[src/rtl/br_puf_sampler.sv]
// Readout controller for a bistable-ring PUF macro.
// For each request it latches the challenge, pulses the ring reset, waits
// for the ring to settle, then takes SAMPLES synchronized readings. It
// returns the majority vote, the ones count and an instability flag, and
// keeps a saturating count of unstable responses.
//
//   state    | meaning
//   ---------+------------------------------------------------------
//   IDLE     | ready for a challenge, REQ_READY=1
//   RING_RST | RING_RESET held high for RST_CYCLES
//   SETTLE   | ring released, waiting SETTLE_CYCLES before sampling
//   SAMPLE   | counting synchronized ones over SAMPLES cycles
//   RESP     | response presented, waiting for RSP_READY
module br_puf_sampler #(
    parameter int WIDTH         = 128,
    parameter int RST_CYCLES    = 4,
    parameter int SETTLE_CYCLES = 16,
    parameter int SAMPLES       = 7,
    parameter int STAT_W        = 16
) (
    input  logic                         CLK,
    input  logic                         RESET,
    input  logic                         REQ_VALID,
    output logic                         REQ_READY,
    input  logic [WIDTH-1:0]             REQ_CHAL,
    output logic [WIDTH-1:0]             RING_C,
    output logic                         RING_RESET,
    input  logic                         RING_OUT,
    output logic                         RSP_VALID,
    input  logic                         RSP_READY,
    output logic                         RSP_BIT,
    output logic [$clog2(SAMPLES+1)-1:0] RSP_ONES,
    output logic                         RSP_UNSTABLE,
    output logic [STAT_W-1:0]            STAT_UNSTABLE
);

    localparam int ONES_W   = $clog2(SAMPLES + 1);
    localparam int MAX_A    = (RST_CYCLES > SETTLE_CYCLES) ? RST_CYCLES : SETTLE_CYCLES;
    localparam int MAX_CNT  = (MAX_A > SAMPLES) ? MAX_A : SAMPLES;
    localparam int CNT_W    = $clog2(MAX_CNT + 1);

    typedef enum logic [2:0] {
        ST_IDLE,
        ST_RING_RST,
        ST_SETTLE,
        ST_SAMPLE,
        ST_RESP
    } state_t;

    state_t              state_q, state_nxt;
    logic [CNT_W-1:0]    cnt_q, cnt_nxt;
    logic                cnt_done;
    logic                accept;
    logic                ring_rst_end;
    logic                sample_en;
    logic                sample_last;

    logic                sync_q1, sync_q2;
    logic [ONES_W-1:0]   ones_q;
    logic [ONES_W-1:0]   ones_nxt;
    logic                unstable_nxt;

    assign cnt_done     = (cnt_q == '0);
    assign ones_nxt     = ones_q + ONES_W'(sync_q2);
    assign unstable_nxt = (ones_nxt != '0) && (ones_nxt != ONES_W'(SAMPLES));

    assign REQ_READY = (state_q == ST_IDLE);
    assign RSP_VALID = (state_q == ST_RESP);

    // State register and the shared phase timer.
    always_ff @(posedge CLK or posedge RESET) begin
        if (RESET) begin
            state_q <= ST_IDLE;
            cnt_q   <= '0;
        end else begin
            state_q <= state_nxt;
            cnt_q   <= cnt_nxt;
        end
    end

    // Next-state logic; the timer is reloaded on every phase entry.
    always_comb begin
        state_nxt    = state_q;
        cnt_nxt      = cnt_q;
        accept       = 1'b0;
        ring_rst_end = 1'b0;
        sample_en    = 1'b0;
        sample_last  = 1'b0;
        case (state_q)
            ST_IDLE: begin
                if (REQ_VALID) begin
                    accept    = 1'b1;
                    state_nxt = ST_RING_RST;
                    cnt_nxt   = CNT_W'(RST_CYCLES - 1);
                end
            end
            ST_RING_RST: begin
                if (cnt_done) begin
                    ring_rst_end = 1'b1;
                    state_nxt    = ST_SETTLE;
                    cnt_nxt      = CNT_W'(SETTLE_CYCLES - 1);
                end else begin
                    cnt_nxt = cnt_q - 1'b1;
                end
            end
            ST_SETTLE: begin
                if (cnt_done) begin
                    state_nxt = ST_SAMPLE;
                    cnt_nxt   = CNT_W'(SAMPLES - 1);
                end else begin
                    cnt_nxt = cnt_q - 1'b1;
                end
            end
            ST_SAMPLE: begin
                sample_en = 1'b1;
                if (cnt_done) begin
                    sample_last = 1'b1;
                    state_nxt   = ST_RESP;
                end else begin
                    cnt_nxt = cnt_q - 1'b1;
                end
            end
            ST_RESP: begin
                if (RSP_READY) begin
                    state_nxt = ST_IDLE;
                end
            end
            default: begin
                state_nxt = ST_IDLE;
            end
        endcase
    end

    // Two-flop synchronizer on the raw ring output, free-running.
    always_ff @(posedge CLK or posedge RESET) begin
        if (RESET) begin
            sync_q1 <= 1'b0;
            sync_q2 <= 1'b0;
        end else begin
            sync_q1 <= RING_OUT;
            sync_q2 <= sync_q1;
        end
    end

    // Challenge latch and ring reset pulse to the macro.
    always_ff @(posedge CLK or posedge RESET) begin
        if (RESET) begin
            RING_C     <= '0;
            RING_RESET <= 1'b0;
        end else if (accept) begin
            RING_C     <= REQ_CHAL;
            RING_RESET <= 1'b1;
        end else if (ring_rst_end) begin
            RING_RESET <= 1'b0;
        end
    end

    // Ones accumulation; cleared at accept so SETTLE leaves it untouched.
    always_ff @(posedge CLK or posedge RESET) begin
        if (RESET) begin
            ones_q <= '0;
        end else if (accept) begin
            ones_q <= '0;
        end else if (sample_en) begin
            ones_q <= ones_nxt;
        end
    end

    // Result fields and unstable statistic, updated on the last sample edge.
    always_ff @(posedge CLK or posedge RESET) begin
        if (RESET) begin
            RSP_BIT       <= 1'b0;
            RSP_ONES      <= '0;
            RSP_UNSTABLE  <= 1'b0;
            STAT_UNSTABLE <= '0;
        end else if (sample_last) begin
            RSP_ONES     <= ones_nxt;
            RSP_BIT      <= (ones_nxt > ONES_W'(SAMPLES / 2));
            RSP_UNSTABLE <= unstable_nxt;
            if (unstable_nxt && (STAT_UNSTABLE != {STAT_W{1'b1}})) begin
                STAT_UNSTABLE <= STAT_UNSTABLE + STAT_W'(1);
            end
        end
    end

endmodule

[config.mk]
export PLATFORM = sky130hd
export DESIGN_NAME = br_puf_sampler
export DESIGN_NICKNAME = d
export VERILOG_FILES = /design/src/rtl/br_puf_sampler.sv
export SDC_FILE = /design/constraint.sdc
export NUM_CORES = 1
export LEC_CHECK = 0
export BUFFER_PORTS_ARGS = -buffer_cell sky130_fd_sc_hd__buf_4
export CAP_MARGIN = 20
export CORE_MARGIN = 5
export CORE_UTILIZATION = 48
export DETAILED_ROUTE_END_ITERATION = 10
export GPL_TIMING_DRIVEN = 0
export PLACE_DENSITY_LB_ADDON = 0.3
export SETUP_SLACK_MARGIN = 0.4
export SKIP_CTS_REPAIR_TIMING = 1
export SYNTH_ARGS = -nofsm -noshare
export SYNTH_HDL_FRONTEND = slang
export SYNTH_SLANG_ARGS = --single-unit
[constraint.sdc]
create_clock -name CLK -period 7.52 [get_ports CLK]
set_clock_uncertainty 0.05 [all_clocks]
set_input_delay 1.128 -clock CLK [delete_from_list [all_inputs] [get_ports CLK]]
set_output_delay 1.128 -clock CLK [all_outputs]
set_load 0.02 [all_outputs]
=== Word-level counts from Yosys, hierarchy flattened ===
Index checks and enable logic that the tools add are counted.

* Register bits after elaboration: 163
* Bits of input ports: 133
* Output and inout bits: 152
* Logic and storage cells: 59

* Add/sub/neg operators: 3
* $lt $le $gt $ge: 1
* Equal/unequal tests: 12
* Mux-type cells: 21
* Reduce and logical (&&, ||, !) cells: 11

{| class="wikitable"
|+ Operators with widths
! kind !! number
|-
| $mux W3 || 7
|-
| $mux W5 || 4
|-
| $pmux W5 S4 || 1
|-
| $add A16 B1 Y16 const B || 1
|-
| $ne A16 B16 Y1 const B || 1
|-
| $pmux W3 S5 || 1
|-
| $ne A2 B2 Y1 const B || 5
|-
| $mux W1 || 8
|-
| $eq A3 B2 Y1 const B || 2
|-
| $logic_not A5 Y1 || 1
|-
| $reduce_and A5 Y1 || 1
|-
| $sub A5 B1 Y5 const B || 1
|-
| $reduce_bool A2 Y1 || 2
|-
| $reduce_bool A4 Y1 || 1
|-
| $add A3 B1 Y3 || 1
|-
| $eq A3 B1 Y1 const B || 1
|-
| $eq A3 B3 Y1 const B || 1
|-
| $gt A3 B2 Y1 const B || 1
|-
| $logic_not A3 Y1 || 1
|-
| $ne A3 B3 Y1 const B || 1
|-
| $reduce_and A3 Y1 || 1
|-
| $reduce_bool A3 Y1 || 1
|-
| $logic_and A1 B1 Y1 || 2
|-
| $ne A2 B1 Y1 const B || 1
|-
| $reduce_and A2 Y1 || 1
|}

=== Longest topological paths before layout ===
* Depth in word-level cells: 5
* Mapped depth: 7
* Mapped depth without buffers: 6

=== Least setup slack after synthesis ===
No wires, ideal clock.

* Kind: in2reg
* From: input port REQ_VALID
* To: register RING_C[10]
* Library setup time: 125 ps
* Data arrival time: 2090 ps
* Data required time: 7345 ps
* Slack: 5255 ps
* Stages: 5
* Path buffers: 3
* Cells stage by stage: and2_1 > clkbuf_1 > buf_2 > buf_2 > mux2_2

* Longest elaborated chain between the ends: 2

{| class="wikitable"
|+ Ends and longest elaborated chain
! item !! line !! source
|-
| start, declared || 23 || <nowiki>input logic REQ_VALID,</nowiki>
|-
| $mux W1 || 91 || <nowiki>if (REQ_VALID) begin</nowiki>
|-
| $mux W1 || 89 || <nowiki>case (state_q)</nowiki>
|-
| end signal, assigned || 148 || <nowiki>RING_C <= '0;</nowiki>
|-
| end signal, assigned || 151 || <nowiki>RING_C <= REQ_CHAL;</nowiki>
|-
| end, declared || 26 || <nowiki>output logic [WIDTH-1:0] RING_C,</nowiki>
|}

Every way passes these cells.
A chain may end at the register's enable or synchronous reset.

=== Worst setup path in the final report ===
* From: register state_q[1]
* To: output port RSP_VALID

* Longest elaborated chain between the ends: 1

{| class="wikitable"
|+ Ends and longest elaborated chain
! item !! line !! source
|-
| start, declared || 50 || <nowiki>state_t state_q, state_nxt;</nowiki>
|-
| start signal, assigned || 76 || <nowiki>state_q <= state_nxt;</nowiki>
|-
| $eq A3 B3 Y1 || 68 || <nowiki>assign RSP_VALID = (state_q == ST_RESP);</nowiki>
|-
| end, declared || 29 || <nowiki>output logic RSP_VALID,</nowiki>
|}

Every way passes these cells.

==> results.md <==
- The run finished with clean final reports.
- The initial utilization of the core area, before any placement, comes to 0.4946.
- The violation count after the first detailed-route iteration is approximately 180.
- Summed over all layers, the global routing overflow is 0.
- In the synthesized netlist the async set-or-reset flop fraction comes to 1.000.
- The die is 127.3 µm wide.
- The setup slack of the worst register-to-register path is around 4.9 ns.
- The number of unique standard cell types used by synthesis is 44.
- The clock insertion delay at the later pin of the skew report is roughly 0.42 ns.
- The library cell with the largest summed area after synthesis is dfrtp_1.
- Data arrives at the worst endpoint at between 1.5 and 2 ns.
- Sorting the synthesized cells by area gives the leading types as dfrtp_1, mux2_2, nand2_1, xor2_1, nor4_4.
- The highest-delay cell along the critical path is dfrtp_1.
- With fillers left out, the area of the finished cells amounts to 9524 µm².
- After detailed routing, the number of vias per cell comes to ~5.1.
- Max-cap violations in this run came to 0.
- For this run, the detailed router's first-pass iteration total came to 4.
- The initial antenna violation count is 0.
- The total die area is approximately 16,000 µm².
- The clock transition time at the flip-flop clock pins of the worst setup and hold paths is about 0.060 ns.
- The library cell used as clock root buffer is clkbuf_16.
- The first global-routing pass estimated between 20,000 and 30,000 µm of wire.
- The mapped netlist covers approximately 6600 µm².
- The number of instances in the synthesized netlist is 450.
- The via count of the first global-routing pass was between 5,000 and 6,000.
- The longest clock path from root to sink contains 2 buffers.
- The critical-path maximum fanout is 10.
- The net switching power is roughly 0.0016 W.
- The CTS sink count is approximately 160.
- Of the post-synthesis cell area, the dominant cell type holds 0.6179.
- The worst setup path is captured at a primary output.
- Of the total power, combinational logic draws 0.460.
- The die is between 100 and 150 µm tall.
- Adding up every negative setup slack in the final design gives 0 ns.
- For this run, the leading register cell type out of synthesis is dfrtp_1.
- The total count of max-transition violations in the final report is 0.
- The count of buffers inserted at the top-level ports is around 280.
- Across the VDD grid, the largest voltage drop is 258.7 µV.
- For this run, the number of Yosys warnings is 0.
- The part of the Yosys area used for sequential elements is 0.6179.
- Entering global routing, the biggest net connects 85 pins.
- The routed wire length per instance is between 15 and 20 µm.
- After the last flow step, the layout net total stands at between 800 and 900.
- The floorplan has 42 rows.
- The final setup violation count is 0.
- The sequential share of power is 0.354.
- Counting flops and latches in the post-synthesis netlist gives between 150 and 200.
- The repair_antennas step left the layout with diodes totalling 0.
- The highest clock frequency the design can meet is roughly 0.37 GHz.
- STA puts the critical path data required time at 6.34 ns.
- Of the available clock period, the critical path in the final layout requires 0.3593.
- Once detailed placement completed, the half-perimeter wirelength came to between 10,000 and 15,000 µm.
- The share of final-layout standard cells stronger than drive strength 1 is 0.6219.
- The region available for standard cell placement spans approximately 13,000 µm².
- The critical path class is reg -> out.
- The number of nets in the synthesized netlist is a little under 600.
- Of the total power, the share spent switching nets is 0.3728.
- In this run the count of I/O pins placed on the die edge is between 200 and 300.
- The pin slew with the least headroom to its limit is ~0.87 ns.
- The mean instance size in the synthesized netlist is between 10 and 15 µm².
- The total routed wirelength is 18,100 µm.
- The number of hold-slack violations in the final timing report is 0.
- Setup repair after global routing left no endpoint under its margin.
- The detail route stage leaves a number of antenna-violating nets equal to 0.
- TritonCTS built the clock tree.
- The maximum single-stage delay on the critical path is 0.36 ns.
- The internal portion of total power is between 0.002 and 0.003 W.
- The final hold slack is ~0.32 ns.
- The worst setup path is launched from a flop.
- The synthesis-to-layout area growth is 44.28%.
- Once placement finished, the instance area stood at 8986 µm².
- Detailed routing inserted a total of approximately 4,800 vias.
- The power per unit of standard cell area is between 400 and 500 nW/µm².
- The number of buffers created by CTS is 17.
- Across every metal layer, demand over resource in global routing totals 0.2281.
- The clock tree synthesis step divided the H-tree into 4 levels.
- For this run, design rule violations remaining after detail routing come to 0.
- The headroom to the max-slew limit is 0.4185.
- In this run the static leakage power is roughly 4.6 nW.
- The clock period could shrink to 2.702 ns.
- Routability-driven placement finished with a final weighted congestion of 0.8483.
- The share of total power dissipated in the clock network is 0.187.
- The class of the most critical hold timing path is reg -> reg.
- In this run, synthesis inferred 0 flip-flops with an integrated enable.
- The critical path goes through clkbuf_1, nor2_1, nand2_1, inv_1, buf_4.
stage by stage:
step	worst slack, ns	util	power [W]	instances
2_1_floorplan	1.937	-	0.002605	450
3_3_place_gp	0.3685	0.6708	0.003428	910
3_5_place_dp	4.708	0.6732	0.003506	911
4_1_cts	4.789	0.7135	0.004313	943
5_1_grt	4.675	0.7135	0.004499	943
6_report	4.818	0.7135	0.004269	943
power groups by stage:
stage          combinational, W  clock (W)  sequential (W)
2_1_floorplan          0.000664          0         0.00194
3_3_place_gp            0.00194          0         0.00149
3_5_place_dp            0.00199          0         0.00152
4_1_cts                 0.00199   0.000811         0.00151
5_1_grt                 0.00209   0.000849         0.00156
6_report                0.00196   0.000796         0.00151
flip-flops by register name, summed over array words and instances (netlist names):
signal	flops
RING_C	128
STAT_UNSTABLE	16
cnt_q	5
RSP_ONES	3
ones_q	3
state_q	3
RING_RESET	1
RSP_BIT	1
RSP_UNSTABLE	1
sync_q1	1
sync_q2	1
cells in the mapped netlist (all sizes together), types with 3 or more instances:
master,number
mux2,133
inv,6
buf,16
xnor2,3
a21oi,4
nor4b,6
nor2,11
nand3,6
nor4,9
clkbuf,4
xor2,11
ha,4
o21ai,9
dfrtp,163
nand2,29
nand4,3
nor3,6
metal layers:
layer	part of all wire	vias up	routed length (µm)	global-route usage
li1	-	2206	-	-
met1	0.35	2321	6408	0.2513
met2	0.52	203	9455	0.3958
met3	0.097	33	1760	0.09098
met4	0.026	0	473	0.08770
met5	0	-	0	0
path summary, 6_finish.rpt:
| path | from | to | cells after the start |
|---|---|---|---|
| max | state_q[1] | RSP_VALID | 5 |
| min | sync_q1 | sync_q2 | 0 |
| max reg2reg | ones_q[0] | STAT_UNSTABLE[2] | 7 |
| min reg2reg | sync_q1 | sync_q2 | 0 |
| max in group asynchronous | RESET | RING_C[118] | 3 |
| min in group asynchronous | RESET | RING_C[65] | 2 |
cells in the final DEF (no fill, tap or decap), types with 6 or more instances in the layout:
cell and instances:
clkinv_2 7, nand2_1 28, o21ai_0 9, nor2_1 11, buf_4 285, xor2_1 11
mux2_2 133, clkbuf_16 17, dfrtp_1 163, clkbuf_1 7, nand3_1 6, buf_2 14
worst max-delay path, delay by kind of cell, from the launching register on:
family	cells	cell delay (ns)
buffers and inverters	3	0.53
AND/OR/NAND/NOR	2	0.22
flip-flops	1	0.36
cell type report:
cell class	count	area, µm²
Clock buffer	21	450.4
Inverter	6	27.53
Timing Repair Buffer	285	2160
Multi-Input combinational cell	261	2396
Tap cell	176	220.2
Buffer	20	103.9
Clock inverter	11	87.58
Fill cell	960	3824
Sequential cell	163	4079
logic make-up (layout without fill, tap and decap cells):
logic type / count (synthesis) / after routing / synth area share
AOI/OAI and AO/OA: 24 / 24 / 0.02274
buffers and inverters: 26 / 343 / 0.01914
DFF: 163 / 163 / 0.6179
xor gates and xnor gates: 14 / 14 / 0.01858
and+or+nand+nor: 85 / 85 / 0.08567
adders and majority gates: 4 / 4 / 0.007582
muxes: 134 / 134 / 0.2284
No activity file was read; power rests on OpenSTA's default activity.
